`src/rtl/ram_access_arbiter.sv`:
```
// ram_access_arbiter
//
// Shares one single-port synchronous RAM between two requesters that use the
// start/ready/done handshake. A request is accepted only while the arbiter is
// idle. The winning command is latched and driven onto the RAM port for one
// cycle. For reads the block then waits out the RAM read latency and captures
// the data. A one-cycle done pulse goes back to the owner.
//
// Build option:
//   ARB_ROUND_ROBIN_EN  When defined, a tie goes to the requester that did not
//                       win the last grant. Otherwise requester 0 always wins
//                       a tie.
//
// Parameters:
//   AW       RAM address width
//   DW       RAM data width
//   RAM_LAT  cycles from the ram_en cycle to valid ram_rdata (1..4)
//
// Ports:
//   clk, rst             clock; asynchronous active-low reset
//   reqN_start           level request, held until accepted
//   reqN_we              1 = write, 0 = read
//   reqN_addr/wdata      command address and write data
//   reqN_ready           arbiter idle; a start is accepted this cycle
//   reqN_done            one-cycle completion pulse for requester N
//   reqN_rdata           last read result for requester N
//   ram_en/we/addr/wdata RAM command port (registered)
//   ram_rdata            RAM read data

module ram_access_arbiter #(
    parameter int unsigned AW      = 8,
    parameter int unsigned DW      = 16,
    parameter int unsigned RAM_LAT = 1
) (
    input  logic          clk,
    input  logic          rst,

    input  logic          req0_start,
    input  logic          req0_we,
    input  logic [AW-1:0] req0_addr,
    input  logic [DW-1:0] req0_wdata,
    output logic          req0_ready,
    output logic          req0_done,
    output logic [DW-1:0] req0_rdata,

    input  logic          req1_start,
    input  logic          req1_we,
    input  logic [AW-1:0] req1_addr,
    input  logic [DW-1:0] req1_wdata,
    output logic          req1_ready,
    output logic          req1_done,
    output logic [DW-1:0] req1_rdata,

    output logic          ram_en,
    output logic          ram_we,
    output logic [AW-1:0] ram_addr,
    output logic [DW-1:0] ram_wdata,
    input  logic [DW-1:0] ram_rdata
);

    typedef enum logic [1:0] {
        StIdle,
        StIssue,
        StWait,
        StDone
    } state_t;

    state_t     state_q;
    logic       owner_q;
    logic       cmd_we_q;
    logic [2:0] cnt_q;

    logic any_start;
    logic grant1;

    assign any_start = req0_start | req1_start;

`ifdef ARB_ROUND_ROBIN_EN
    logic last_grant_q;

    // On a tie, requester 1 wins only if requester 0 took the previous grant.
    assign grant1 = req1_start & (~req0_start | ~last_grant_q);
`else
    assign grant1 = req1_start & ~req0_start;
`endif

    assign req0_ready = (state_q == StIdle);
    assign req1_ready = (state_q == StIdle);

    always_ff @(posedge clk or negedge rst) begin
        if (!rst) begin
            state_q    <= StIdle;
            owner_q    <= 1'b0;
            cmd_we_q   <= 1'b0;
            cnt_q      <= 3'd0;
            ram_en     <= 1'b0;
            ram_we     <= 1'b0;
            ram_addr   <= '0;
            ram_wdata  <= '0;
            req0_done  <= 1'b0;
            req1_done  <= 1'b0;
            req0_rdata <= '0;
            req1_rdata <= '0;
`ifdef ARB_ROUND_ROBIN_EN
            last_grant_q <= 1'b1;
`endif
        end else begin
            // Strobes and done pulses last a single cycle unless set below.
            ram_en    <= 1'b0;
            ram_we    <= 1'b0;
            req0_done <= 1'b0;
            req1_done <= 1'b0;

            unique case (state_q)
                StIdle: begin
                    if (any_start) begin
                        // ram_addr/ram_wdata double as the latched command.
                        owner_q   <= grant1;
                        cmd_we_q  <= grant1 ? req1_we : req0_we;
                        ram_addr  <= grant1 ? req1_addr : req0_addr;
                        ram_wdata <= grant1 ? req1_wdata : req0_wdata;
                        ram_en    <= 1'b1;
                        ram_we    <= grant1 ? req1_we : req0_we;
                        state_q   <= StIssue;
`ifdef ARB_ROUND_ROBIN_EN
                        last_grant_q <= grant1;
`endif
                    end
                end

                StIssue: begin
                    if (cmd_we_q) begin
                        req0_done <= ~owner_q;
                        req1_done <= owner_q;
                        state_q   <= StDone;
                    end else begin
                        cnt_q   <= 3'(RAM_LAT - 1);
                        state_q <= StWait;
                    end
                end

                StWait: begin
                    if (cnt_q == 3'd0) begin
                        if (owner_q) begin
                            req1_rdata <= ram_rdata;
                        end else begin
                            req0_rdata <= ram_rdata;
                        end
                        req0_done <= ~owner_q;
                        req1_done <= owner_q;
                        state_q   <= StDone;
                    end else begin
                        cnt_q <= cnt_q - 3'd1;
                    end
                end

                StDone: begin
                    state_q <= StIdle;
                end

                default: begin
                    state_q <= StIdle;
                end
            endcase
        end
    end

endmodule
```
`config.mk`:
```
export PLATFORM = sky130hd
export DESIGN_NAME = ram_access_arbiter
export DESIGN_NICKNAME = d
export VERILOG_FILES = /design/src/rtl/ram_access_arbiter.sv
export SDC_FILE = /design/constraint.sdc
export NUM_CORES = 1
export LEC_CHECK = 0
export BUFFER_PORTS_ARGS = -buffer_cell sky130_fd_sc_hd__buf_4
export CELL_PAD_IN_SITES_DETAIL_PLACEMENT = 1
export CELL_PAD_IN_SITES_GLOBAL_PLACEMENT = 1
export CORE_MARGIN = 10
export CORE_UTILIZATION = 38
export DETAILED_ROUTE_END_ITERATION = 16
export PLACE_DENSITY_LB_ADDON = 0.1
export SETUP_SLACK_MARGIN = 0.2
export SYNTH_ARGS = -nofsm -noshare
export SYNTH_HDL_FRONTEND = slang
export SYNTH_SLANG_ARGS = --single-unit
```
`constraint.sdc`:
```
create_clock -name clk -period 3.8 [get_ports clk]
set_input_delay 0.38 -clock clk [delete_from_list [all_inputs] [get_ports clk]]
set_output_delay 0.38 -clock clk [all_outputs]
set_load 0.1 [all_outputs]
```
==> summary.md <==
| Metric | Value |
|---|---|
| Post-route cell area | 4180 um2 |
| Internal reg-to-reg setup slack | 1.77 ns |
| Clock Tree Buf Depth | 2 |
| Status | completed |
| Remaining global-route overflow | 0 |
| FP Rows | 32 |
| Die area | 11600 um2 |
| Final Setup Violations | 0 |
| Top Metal Used | met4 |
| # fillers | 831 |
| Metal2 WL | 3890 um |
| Hold WS | 0.135 ns |
| Critical Path, Cell by Cell | inv_1, ha_1, and3b_2, and2_4, mux2_2 |
| Drt first pass iters | 4 |
| # H-tree levels | 3 |
| Placement Cell Area | 3980 um2 |
| Area contributors post-synth | dfrtp_1 (57%), mux2_2 (8.8%), mux2i_1 (8.2%) |
| Most common cell after layout, fill and taps aside | buf_4 |
| Via count | around 2300 |
| Mapped Cells | between 200 and 250 |
| Net Count, Synth | 311 |
| Initial antenna violation count | 0 |
| Total Nets Final | 441 |
| Post-Syn Area per Cell | ~12 um2 |
| Bufs and invs on worst path | 1 |
| Postcts setup bufs | 0 |
| Largest net degree at the start of global routing | 68 |
| Drt wl/cell | roughly 17 um |
| Unrepaired setup endpoints after global routing | no |
| WP data arrival | 2.25 ns |
| Detailed-placement wirelength estimate | 6360 um |
| Largest delay share family, worst path | simple AND/OR/NAND/NOR gates |
| Number of routed nets with antenna violations | 0 |
| DRC errors left | 0 |
| Number of diodes | 0 |
| Worst-margin pin slew | 1.04 ns |
| Crit-path max cell delay | 0.41 ns |
| Syn. warnings | 0 |
| Setup Crit Path Kind | register to register |
| Cts hold-fix bufs | 0 |
| Ports | 132 |
| Crit. End Element | register |
| CP Depth | 5 |
| FF-to-FF Start | state_q[0] |
| Peak Freq | approximately 490 MHz |
| Clk root buf | clkbuf_8 |
| Clock skew | 0.0112 ns |
| Clock latency on the worst-skew pair | 0.34 ns |
| Mapped Area | 2940 um2 |
| Routed length on met1 | roughly 3400 um |
| Final period util | 0.534 |
| Tmin final | 2.03 ns |
| Routed wl met3 | between 700 and 800 um |
| TritonCTS clock tree | built |
| Post-synth cell types | 31 |
| Worst Setup SP | state_q[0] |
| Vias in the first global route | 2464 |
| Setup TNS | 0 ns |
| Final hold violations | 0 |
| Total CTS buffers | 9 |
| Slew Limit Fails | 0 |
| Clock Sinks | 67 |
| Core ar. | approximately 7600 um2 |
| Worst Reg-to-Reg Cells | 5 |
| Max-cap violations | 0 |
| Most frequent cells in the layout | buf_4 (132), dfrtp_1 (67), o21ai_0 (29), nand2_1 (29), mux2i_1 (24) |
| Initial Util | 0.386 |
| Die W | 108 um |
| Hold Path Class | primary input to async pin |
| #FFs+latches synth | 67 |
| Final cell count without fillers | 473 |
| Total Routing Usage GR | 0.143 |
| Placed cells | 457 |
| CP Max Fanout | 16 |
| Synth-to-layout area growth | 42.4% |
| Iter 0 DRT Violations | 95 |
| Critical Path Start Type | register |
| Port Buffers | 131 |
| Post-CTS sizing | 0 |
| Die Height | 108 um |
| Worst EP required | 4.02 ns |
| Routed vias/inst | 4.79 |
| Slew HR | 0.307 |
| Seq/Total Area, Yosys | 0.571 |
| Slowest cell on crit path | dfrtp_1 |
| Layout cells sized above 1 | 0.499 |
| DRT Wirelength | a little over 8000 um |
| Yosys top cell area share | 0.571 |
| Placer congestion estimate | 0.761 |
| First-pass GRT wire length | 12800 um |
| Reg clk slew, reported paths | about 0.080 ns |
| Largest area contributor in the netlist | dfrtp_1 |
==> final cells by class <==
| type | count | area, um2 | area share |
|---|---|---|---|
| flip-flops and latches | 67 | 1680 | 0.401 |
| clock buffers | 10 | 138 | 0.0329 |
| inverters | 7 | 26.3 | 0.00628 |
| clock inverters | 6 | 65.1 | 0.0156 |
| well taps | 102 | 128 | 0.0305 |
| repair buffers | 132 | 991 | 0.237 |
| multi-input cells | 149 | 1160 | 0.277 |
==> through the flow <==
| stage | setup slack [ns] | utilization |
|---|---|---|
| 2_1_floorplan | 1.58 | - |
| 3_3_place_gp | 1.87 | 0.523 |
| 3_5_place_dp | 1.78 | 0.523 |
| 4_1_cts | 1.76 | 0.550 |
| 5_1_grt | 1.64 | 0.550 |
| 6_report | 1.77 | 0.550 |
==> per-layer routing <==
| metal | vias up | global-route usage |
|---|---|---|
| li1 | 1075 | - |
| met1 | 1104 | 0.169 |
| met2 | 82 | 0.218 |
| met3 | 7 | 0.0683 |
| met4 | 0 | 0.0601 |
| met5 | - | 0 |
==> synth_stat cells <==
cell type	instances
a2bb2oi_1	1
buf_6	1
ha_1	5
mux2_4	10
a211oi_1	1
nor3_1	1
nand2b_1	2
and3b_1	1
nand2_2	1
o21ai_1	1
o221ai_1	1
nor2b_1	2
nor2_1	6
nand2_1	29
nand4_1	2
a22o_1	1
mux2i_1	24
a21oi_1	3
and2_4	1
buf_2	2
clkbuf_1	6
dfrtp_1	67
o211ai_1	2
buf_4	3
mux2_2	23
a2111oi_0	1
and2_1	1
and3b_2	1
o21ai_0	29
inv_1	7
buf_12	1
==> flip-flops by register name, indices dropped and copies added (netlist names) <==
| register | count |
|---|---|
| ram_en | 1 |
| owner_q | 1 |
| req0_rdata | 16 |
| req0_done | 1 |
| ram_addr | 8 |
| ram_we | 1 |
| state_q | 2 |
| req1_rdata | 16 |
| req1_done | 1 |
| cmd_we_q | 1 |
| cnt_q | 3 |
| ram_wdata | 16 |
==> logic make-up (layout without fill, tap and decap cells) <==
| group | after synthesis | in the layout | synth area share |
|---|---|---|---|
| buffers and inverters | 20 | 155 | 0.0383 |
| and+or+nand+nor | 47 | 47 | 0.0728 |
| DFF | 67 | 67 | 0.571 |
| adders and majority gates | 5 | 5 | 0.0213 |
| muxes | 57 | 57 | 0.221 |
| AOI/OAI and AO/OA | 40 | 40 | 0.0758 |
==> path summary, 6_finish.rpt <==
check,endpoint
min in group clk,req0_rdata[3]
setup reg to reg,req0_rdata[14]
hold / removal,req0_rdata[4]
max in group asynchronous,req1_rdata[8]
setup / recovery,req0_rdata[14]
hold reg to reg,ram_addr[1]
Power is not shown: default switching activity piles up to over one toggle a cycle in this logic, so the estimate is an artifact.
